### src/rtl/snes_pad_pkg.sv
// snes_pad_pkg
// Shared definitions for the SNES pad reader: FSM state encoding, button bit
// positions in the active-high button word, the ID nibble mask and a helper
// that recognises a connected pad from its raw serial frame.
package snes_pad_pkg;

  typedef enum logic [2:0] {
    IDLE   = 3'd0,
    LATCH  = 3'd1,
    SETTLE = 3'd2,
    CLK_LO = 3'd3,
    CLK_HI = 3'd4,
    DONE   = 3'd5
  } pad_state_t;

  localparam int BTN_B      = 0;
  localparam int BTN_Y      = 1;
  localparam int BTN_SELECT = 2;
  localparam int BTN_START  = 3;
  localparam int BTN_UP     = 4;
  localparam int BTN_DOWN   = 5;
  localparam int BTN_LEFT   = 6;
  localparam int BTN_RIGHT  = 7;
  localparam int BTN_A      = 8;
  localparam int BTN_X      = 9;
  localparam int BTN_L      = 10;
  localparam int BTN_R      = 11;

  localparam logic [15:0] ID_MASK = 16'hF000;

  // A genuine pad drives its four trailing ID bits high (released level);
  // with nothing plugged in the board pull-down makes them read low.
  function automatic logic pad_id_ok(input logic [15:0] raw);
    return (raw & ID_MASK) == ID_MASK;
  endfunction

endpackage

### src/rtl/sync2.sv
// sync2
// Generic two-flop synchronizer for bringing asynchronous inputs into the
// clock domain of clk. Reset clears both stages.
//   clk   in          destination clock
//   reset in          synchronous, active-high reset
//   d     in  WIDTH   asynchronous input
//   q     out WIDTH   synchronized output (two cycles of latency)
module sync2 #(
  parameter int WIDTH = 1
) (
  input  logic             clk,
  input  logic             reset,
  input  logic [WIDTH-1:0] d,
  output logic [WIDTH-1:0] q
);

  logic [WIDTH-1:0] meta;

  always_ff @(posedge clk) begin
    if (reset) begin
      meta <= '0;
      q    <= '0;
    end else begin
      meta <= d;
      q    <= meta;
    end
  end

endmodule

### src/rtl/snes_pad_reader.sv
// snes_pad_reader
// Host-side SNES controller reader. Every poll period it strobes pad_latch,
// clocks the 16-bit active-low serial stream out of the pad with pad_clk and
// publishes an active-high button word plus a presence flag.
//   clk       in      system clock
//   reset     in      synchronous, active-high reset
//   enable    in      polling allowed (only checked at the poll trigger)
//   pad_data  in      serial data from pad, active-low, asynchronous
//   pad_latch out     latch strobe to pad, active-high
//   pad_clk   out     shift clock to pad, idles high
//   buttons   out 16  active-high buttons (0 when no pad present)
//   present   out     pad detected in last completed frame
//   valid     out     one-cycle pulse when buttons/present update
//
// state  | meaning
// IDLE   | waiting for the poll trigger with enable high
// LATCH  | pad_latch high, pad captures its buttons
// SETTLE | latch released, bit 0 valid on pad_data, sampled at end
// CLK_LO | pad_clk low half period
// CLK_HI | pad_clk high half period, bit_idx sampled at end
// DONE   | publish buttons/present, pulse valid
module snes_pad_reader
  import snes_pad_pkg::*;
#(
  parameter int LATCH_CYCLES = 256,
  parameter int HALF_CYCLES  = 64,
  parameter int POLL_CYCLES  = 357955
) (
  input  logic        clk,
  input  logic        reset,
  input  logic        enable,
  input  logic        pad_data,
  output logic        pad_latch,
  output logic        pad_clk,
  output logic [15:0] buttons,
  output logic        present,
  output logic        valid
);

  localparam int PHASE_MAX = (LATCH_CYCLES > HALF_CYCLES) ? LATCH_CYCLES : HALF_CYCLES;
  localparam int PHASE_W   = $clog2(PHASE_MAX);
  localparam int POLL_W    = $clog2(POLL_CYCLES);

  localparam logic [PHASE_W-1:0] LATCH_LOAD = PHASE_W'(LATCH_CYCLES - 1);
  localparam logic [PHASE_W-1:0] HALF_LOAD  = PHASE_W'(HALF_CYCLES - 1);
  localparam logic [POLL_W-1:0]  POLL_LAST  = POLL_W'(POLL_CYCLES - 1);

  // The sample point sits HALF_CYCLES-1 cycles after the pad's data change,
  // which only covers the synchronizer latency from 4 upwards; a frame must
  // also fit inside one poll period so the trigger always finds IDLE.
  if (HALF_CYCLES < 4) begin : g_half_chk
    $error("snes_pad_reader: HALF_CYCLES must be at least 4");
  end
  if (POLL_CYCLES <= LATCH_CYCLES + 31 * HALF_CYCLES + 2) begin : g_poll_chk
    $error("snes_pad_reader: POLL_CYCLES too short for one frame");
  end

  pad_state_t         state, state_nxt;
  logic [PHASE_W-1:0] phase, phase_nxt;
  logic [3:0]         bit_idx, bit_idx_nxt;
  logic [POLL_W-1:0]  poll_cnt;
  logic [15:0]        raw;
  logic               data_sync;
  logic               poll_tick;
  logic               phase_done;
  logic               sample_en;

  sync2 #(.WIDTH(1)) u_sync (
    .clk   (clk),
    .reset (reset),
    .d     (pad_data),
    .q     (data_sync)
  );

  assign poll_tick  = (poll_cnt == POLL_LAST);
  assign phase_done = (phase == '0);

  always_comb begin
    state_nxt   = state;
    phase_nxt   = phase_done ? phase : phase - 1'b1;
    bit_idx_nxt = bit_idx;
    sample_en   = 1'b0;
    case (state)
      IDLE: begin
        if (poll_tick && enable) begin
          state_nxt   = LATCH;
          phase_nxt   = LATCH_LOAD;
          bit_idx_nxt = 4'd0;
        end
      end
      LATCH: begin
        if (phase_done) begin
          state_nxt = SETTLE;
          phase_nxt = HALF_LOAD;
        end
      end
      SETTLE: begin
        if (phase_done) begin
          sample_en   = 1'b1;
          bit_idx_nxt = 4'd1;
          state_nxt   = CLK_LO;
          phase_nxt   = HALF_LOAD;
        end
      end
      CLK_LO: begin
        if (phase_done) begin
          state_nxt = CLK_HI;
          phase_nxt = HALF_LOAD;
        end
      end
      CLK_HI: begin
        if (phase_done) begin
          sample_en = 1'b1;
          if (bit_idx == 4'd15) begin
            state_nxt = DONE;
          end else begin
            bit_idx_nxt = bit_idx + 4'd1;
            state_nxt   = CLK_LO;
            phase_nxt   = HALF_LOAD;
          end
        end
      end
      DONE: begin
        state_nxt = IDLE;
      end
      default: begin
        state_nxt = IDLE;
      end
    endcase
  end

  // Pad-facing strobes are registered from the next state so they change
  // exactly on the state transition edge without combinational glitches.
  always_ff @(posedge clk) begin
    if (reset) begin
      state     <= IDLE;
      phase     <= '0;
      bit_idx   <= 4'd0;
      poll_cnt  <= '0;
      raw       <= 16'h0000;
      pad_latch <= 1'b0;
      pad_clk   <= 1'b1;
      buttons   <= 16'h0000;
      present   <= 1'b0;
      valid     <= 1'b0;
    end else begin
      state     <= state_nxt;
      phase     <= phase_nxt;
      bit_idx   <= bit_idx_nxt;
      poll_cnt  <= poll_tick ? '0 : poll_cnt + 1'b1;
      pad_latch <= (state_nxt == LATCH);
      pad_clk   <= (state_nxt != CLK_LO);
      valid     <= (state == DONE);
      if (sample_en) begin
        raw[bit_idx] <= data_sync;
      end
      if (state == DONE) begin
        present <= pad_id_ok(raw);
        buttons <= pad_id_ok(raw) ? ~raw : 16'h0000;
      end
    end
  end

endmodule

### config.mk
export PLATFORM = sky130hd
export DESIGN_NAME = snes_pad_reader
export DESIGN_NICKNAME = d
export VERILOG_FILES = /design/src/rtl/snes_pad_pkg.sv /design/src/rtl/sync2.sv /design/src/rtl/snes_pad_reader.sv
export SDC_FILE = /design/constraint.sdc
export NUM_CORES = 1
export LEC_CHECK = 0
export BUFFER_PORTS_ARGS = -buffer_cell sky130_fd_sc_hd__buf_2
export CORE_MARGIN = 2
export CORE_UTILIZATION = 64
export DETAILED_ROUTE_END_ITERATION = 8
export PLACE_DENSITY = 0.9
export SLEW_MARGIN = 15
export SYNTH_ARGS = -nofsm -noshare
export SYNTH_HDL_FRONTEND = slang
export SYNTH_HIERARCHICAL = 1
export SYNTH_SLANG_ARGS = --single-unit
### constraint.sdc
create_clock -name clk -period 4.5 [get_ports clk]
set_input_delay 0.45 -clock clk [delete_from_list [all_inputs] [get_ports clk]]
set_output_delay 0.45 -clock clk [all_outputs]
set_load 0.03 [all_outputs]
### Yosys cells after proc, flatten, opt, wreduce, memory -nomap -nowiden

Cells that the tools add are included.

* flip-flop bits (word level): 72
* bits of input ports: 4
* output and inout bits: 20
* word-level logic and storage cells: 65

* add/subtract/negate cells: 3
* order comparisons: 2
* equal/unequal tests: 14
* multiplexer cells: 24
* bitwise gates (word level): 1
* reductions and logical operators: 9

Operators by type and width (count)
* 8-bit 2-to-1 mux: 5
* 8-bit case mux with 3 select lines: 1
* 19-bit by 1-bit adder with 19-bit output, second input constant: 1
* 19-bit equality test, second input constant: 1
* 3-bit 2-to-1 mux: 6
* 16-bit bitwise mux: 1
* 16-bit 2-to-1 mux: 1
* 4-bit 2-to-1 mux: 4
* 16-bit inverter: 1
* 3-bit case mux with 5 select lines: 1
* 4-bit case mux with 3 select lines: 1
* 4-bit equality test, second input constant: 2
* 8-bit logical NOT: 1
* 2-bit != test, second input constant: 4
* 8-bit by 1-bit subtractor with 8-bit output, second input constant: 1
* 3-bit by 1-bit equality test with 1-bit output, second input constant: 2
* 3-bit by 2-bit equality test with 1-bit output, second input constant: 2
* 3-bit equality test, second input constant: 2
* 4-bit by 5-bit < comparator with 1-bit output, second input constant: 1
* 5-bit AND reduction: 1
* 4-bit by 1-bit adder with 4-bit output, second input constant: 1
* 1-bit demux with 4-bit select: 1
* 4-bit by 1-bit >= comparator with 1-bit output, second input constant: 1
* 2-bit OR reduction: 2
* 6 further kinds: 9

### Longest topological paths before layout

* depth in word-level cells: 5
* gate-level depth with buffers: 11
* gate-level depth less buffers: 10

### Modules after synthesis

The synthesis kept the hierarchy.

Modules (own cells, without submodules)
* snes_pad_reader: instances 1, cells an instance 383, area each 3275.6 sq um, seq. area each 1401.3 sq um
* sync2: instances 1, cells an instance 4, area each 52.6 sq um, seq. area each 40.0 sq um

### Least setup slack after synthesis

No wires, ideal clock.

* path type: register to register
* start: register phase[0]
* end: register phase[0]
* library setup time: 0.118 ns
* arrival: 2.462 ns
* required time: 4.382 ns
* setup slack: 1.920 ns
* cell stages (with the launch flop): 11
* buffers on the path: 1
* clock period less this slack: 2.580 ns
* cells stage by stage: dfxtp_1 inv_1 ha_1 or3b_2 clkbuf_1 nor2_1 inv_1 ha_1 or4_1 a21oi_1 nor3_1

* word-level cells in the longest chain between the ends: 5
* elaborated cells on any way between the ends: 8
* those cells by class: add/sub (1); mux (6); reduce/logical (1)

Ends and longest elaborated chain
* start, declared: line snes_pad_reader.sv:59 `logic [PHASE_W-1:0] phase, phase_nxt;`
* start signal, assigned: line snes_pad_reader.sv:148 `phase <= phase_nxt;`
* 8-bit by 1-bit subtractor with 8-bit output or 8-bit logical NOT (tied branches): line snes_pad_reader.sv:80, snes_pad_reader.sv:76
* 8-bit 2-to-1 mux: line snes_pad_reader.sv:80 `phase_nxt = phase_done ? phase : phase - 1'b1;`
* 8-bit 2-to-1 mux: line snes_pad_reader.sv:114 `if (bit_idx == 4'd15) begin`
* 8-bit 2-to-1 mux: line snes_pad_reader.sv:112 `if (phase_done) begin`
* 8-bit case mux with 3 select lines *: line snes_pad_reader.sv:83 `case (state)`

Mark *: on every way between the ends. The rest lies on a longest branch, timed or not.
A chain may end at the register's enable or synchronous reset.

### Worst setup path in the final report

Same ends and word-level chain as after synthesis.

==> flow_summary.json <==
{
  "status": "finished, final reports clean",
  "std_cell_rows": 26,
  "min_path_type": "input pin to register",
  "clockBufferDepth": 2,
  "globalplace.congestion": 0.8841,
  "dp.cells": 456,
  "wl_um": 7145,
  "cts_resized": 0,
  "crit_fanout": 9,
  "syn_nets": 400,
  "yosysWarnings": 6,
  "fillers": 408,
  "grt_setup_unrepaired": "no",
  "synth_edf_count": 0,
  "fp.dieW_um": 76.12,
  "r2r_start": "phase[0]",
  "cts_hold_buf": 0,
  "pwr_density_cell_nw_per_um2": 416.4,
  "antenna_found_initial": 0,
  "grt_pass1_vias": 2812,
  "start_util_pct": 65.58,
  "drive_gt1_share_pct": 11.50,
  "clock-sinks": 72,
  "fmax_mhz": 360.2,
  "final_cell_mix": "dfxtp_1, nor2_1, a21oi_1, nand2_1, buf_2",
  "overflow": 0,
  "yosysTopAreaCell": "dfxtp_1",
  "max_slew.worst_pin.slew_ns": 0.8809,
  "startpoint_type": "register",
  "max_cap_viol_count": 0,
  "async_flop_share_pct": 0,
  "hold_viol": 0,
  "power_w": 0.001503,
  "nets": 410,
  "wl_per_cell_um": 15.20,
  "setup_viol": 0,
  "synth_seq_cells": 72,
  "n_antenna_cell": 0,
  "drc": 0,
  "instances_no_fill": 470,
  "coreArea_sq_um": 5075,
  "critical_path_class": "register to register",
  "grt_start_max_net_pins": 46,
  "cp.arrival_ns": 3.01,
  "reg2reg_slack_ns": 1.72,
  "die-area_sq_um": 5793,
  "finalMaxSlewViolations": 0,
  "multi_input_area_sq_um": 1747,
  "postRouteAntennaNets": 0,
  "io-pin-count": 24,
  "required_ns": 4.73,
  "die_h_um": 76.12,
  "first_pass_iters": 5,
  "clk_pin_slew_ns": 0.07,
  "cp-end-kind": "register",
  "cts_tree": "yes",
  "tns_ns": 0,
  "finalCritPeriodShare_pct": 61.69,
  "cp-startpoint": "phase[0]",
  "numCtsBuffers": 9,
  "synthesis.area_sq_um": 3328,
  "p_leak_nw": 1.389,
  "ir_worst_vdd_uv": 236.7,
  "post-cts-setup-buffers": 0,
  "regArea_sq_um": 1441,
  "drt_iter0_drc": 254,
  "clock_latency_ns": 0.35,
  "dp_hpwl_um": 4804,
  "crit_end": "phase[0]",
  "reg2regPathDepth": 9,
  "fin_crit_ns": 2.776,
  "yosysSeqAreaShare_pct": 43.31,
  "grt_pass1_wl_um": 12360,
  "fin_worst_skew_ns": 0.009341,
  "final_common_cell": "dfxtp_1",
  "avgViaCountPerCell": 6.238,
  "synth_cell_types": 52,
  "grt_usage_pct": 26.41,
  "htreeDepth": 3,
  "synth-main-ff-cell": "dfxtp_1",
  "avgSynthCellArea_sq_um": 8.600,
  "rr_endpoint": "phase[0]",
  "synth_top_area_share_pct": 43.31,
  "cts-root-buf": "clkbuf_8",
  "synthTopCellsByArea": "dfxtp_1, a21oi_1, nor2_1",
  "syn_to_final_growth_pct": 8.496,
  "synthesis.instances": 387,
  "vias": 2932,
  "relSlewSlack_pct": 41.02,
  "final_util_pct": 71.15,
  "port_buffers": 23
}
-- state kept, by name, indices dropped and copies added (netlist names) --
name         flops
raw             16
present          1
buttons         16
u_sync/meta      1
bit_idx          4
poll_cnt        19
u_sync/q         1
phase            8
pad_latch        1
state            3
valid            1
pad_clk          1
-- synthesized netlist by cell type, types with 2 or more instances --
master     count
nor2_1        36
clkbuf_1      22
a311oi_1       3
dfxtp_1       72
o211ai_1       2
ha_1           9
nor4_1         4
xnor2_1        5
or2_2          2
nor3_1         5
xor2_1        10
or3_1          5
nor3b_1        4
o31ai_1        6
mux2i_1        4
a21oi_1       30
or4_1          4
o22ai_1        4
and3_1         9
nand2_1       27
a2bb2oi_1     12
nand3_1       16
and4_1         3
nand4_1       20
o21ai_0       21
o21a_1         2
o21ai_1        2
a31oi_1        4
inv_1         10
or3b_2         2
nor4b_1        5
nor2b_1        7
-- worst max-delay path: stages (launching register included) --
cell and delay [ns]:
dfxtp_1 0.35, inv_1 0.09, ha_1 0.20, or3b_2 0.55
nor2_1 0.23, inv_1 0.15, ha_1 0.34, or4_1 0.52
a21oi_1 0.16, nor3_1 0.07
-- where the power goes --
group | total, W | internal [W] | switching [W]
clock network | 0.000467 | 0.000248 | 0.000219
registers | 0.000710 | 0.000671 | 0.0000392
logic | 0.000326 | 0.000128 | 0.000198
-- worst min-delay path by stage --
stage                      from          end  slack, ns  cells past startpoint
finish                 pad_data  u_sync/meta       0.33                      2
global placement    u_sync/meta     u_sync/q       0.42                      1
floorplan           u_sync/meta     u_sync/q       0.41                      1
global route           pad_data  u_sync/meta       0.33                      2
CTS                    pad_data  u_sync/meta       0.32                      2
detailed placement  u_sync/meta     u_sync/q       0.44                      1
-- layer usage --
| metal | part of all wire, % | vias up | GRT usage (%) | wire (um) |
|---|---|---|---|---|
| met5 | 0 | - | 0 | 0 |
| met4 | 2.2 | 0 | 14.36 | 160 |
| met3 | 6.5 | 19 | 5.806 | 461 |
| met2 | 49 | 114 | 45.09 | 3518 |
| met1 | 42 | 1372 | 31.03 | 3005 |
| li1 | - | 1427 | - | - |
-- logic make-up (layout without fill, tap and decap cells) --
family	Yosys count	count (layout)	synth area share (%)
mux	5	5	1.541
flops	72	72	43.31
buf+inv	35	48	4.210
compound gates	93	93	17.59
fa+ha+maj	9	9	3.384
simple gates	158	158	26.02
xor+xnor	15	15	3.947
-- area by class of cell --
| type | count | area share, % |
|---|---|---|
| clock buffers | 10 | 3.534 |
| clock inverters | 4 | 1.317 |
| inverters | 10 | 1.040 |
| multi-input cells | 280 | 48.37 |
| flip-flops and latches | 72 | 39.92 |
| well taps | 70 | 2.426 |
| repair buffers | 24 | 3.396 |
-- through the flow --
stage	hold slack (ns)	worst slack (ns)	area, sq um
CTS	0.3204	1.743	3611
finish	0.3261	1.724	3611
floorplan	0.4138	1.920	3328
global route	0.3289	1.554	3611
global placement	0.4230	1.873	3436
detailed placement	0.4409	1.741	3436
Power figures use the tool's default switching activity.
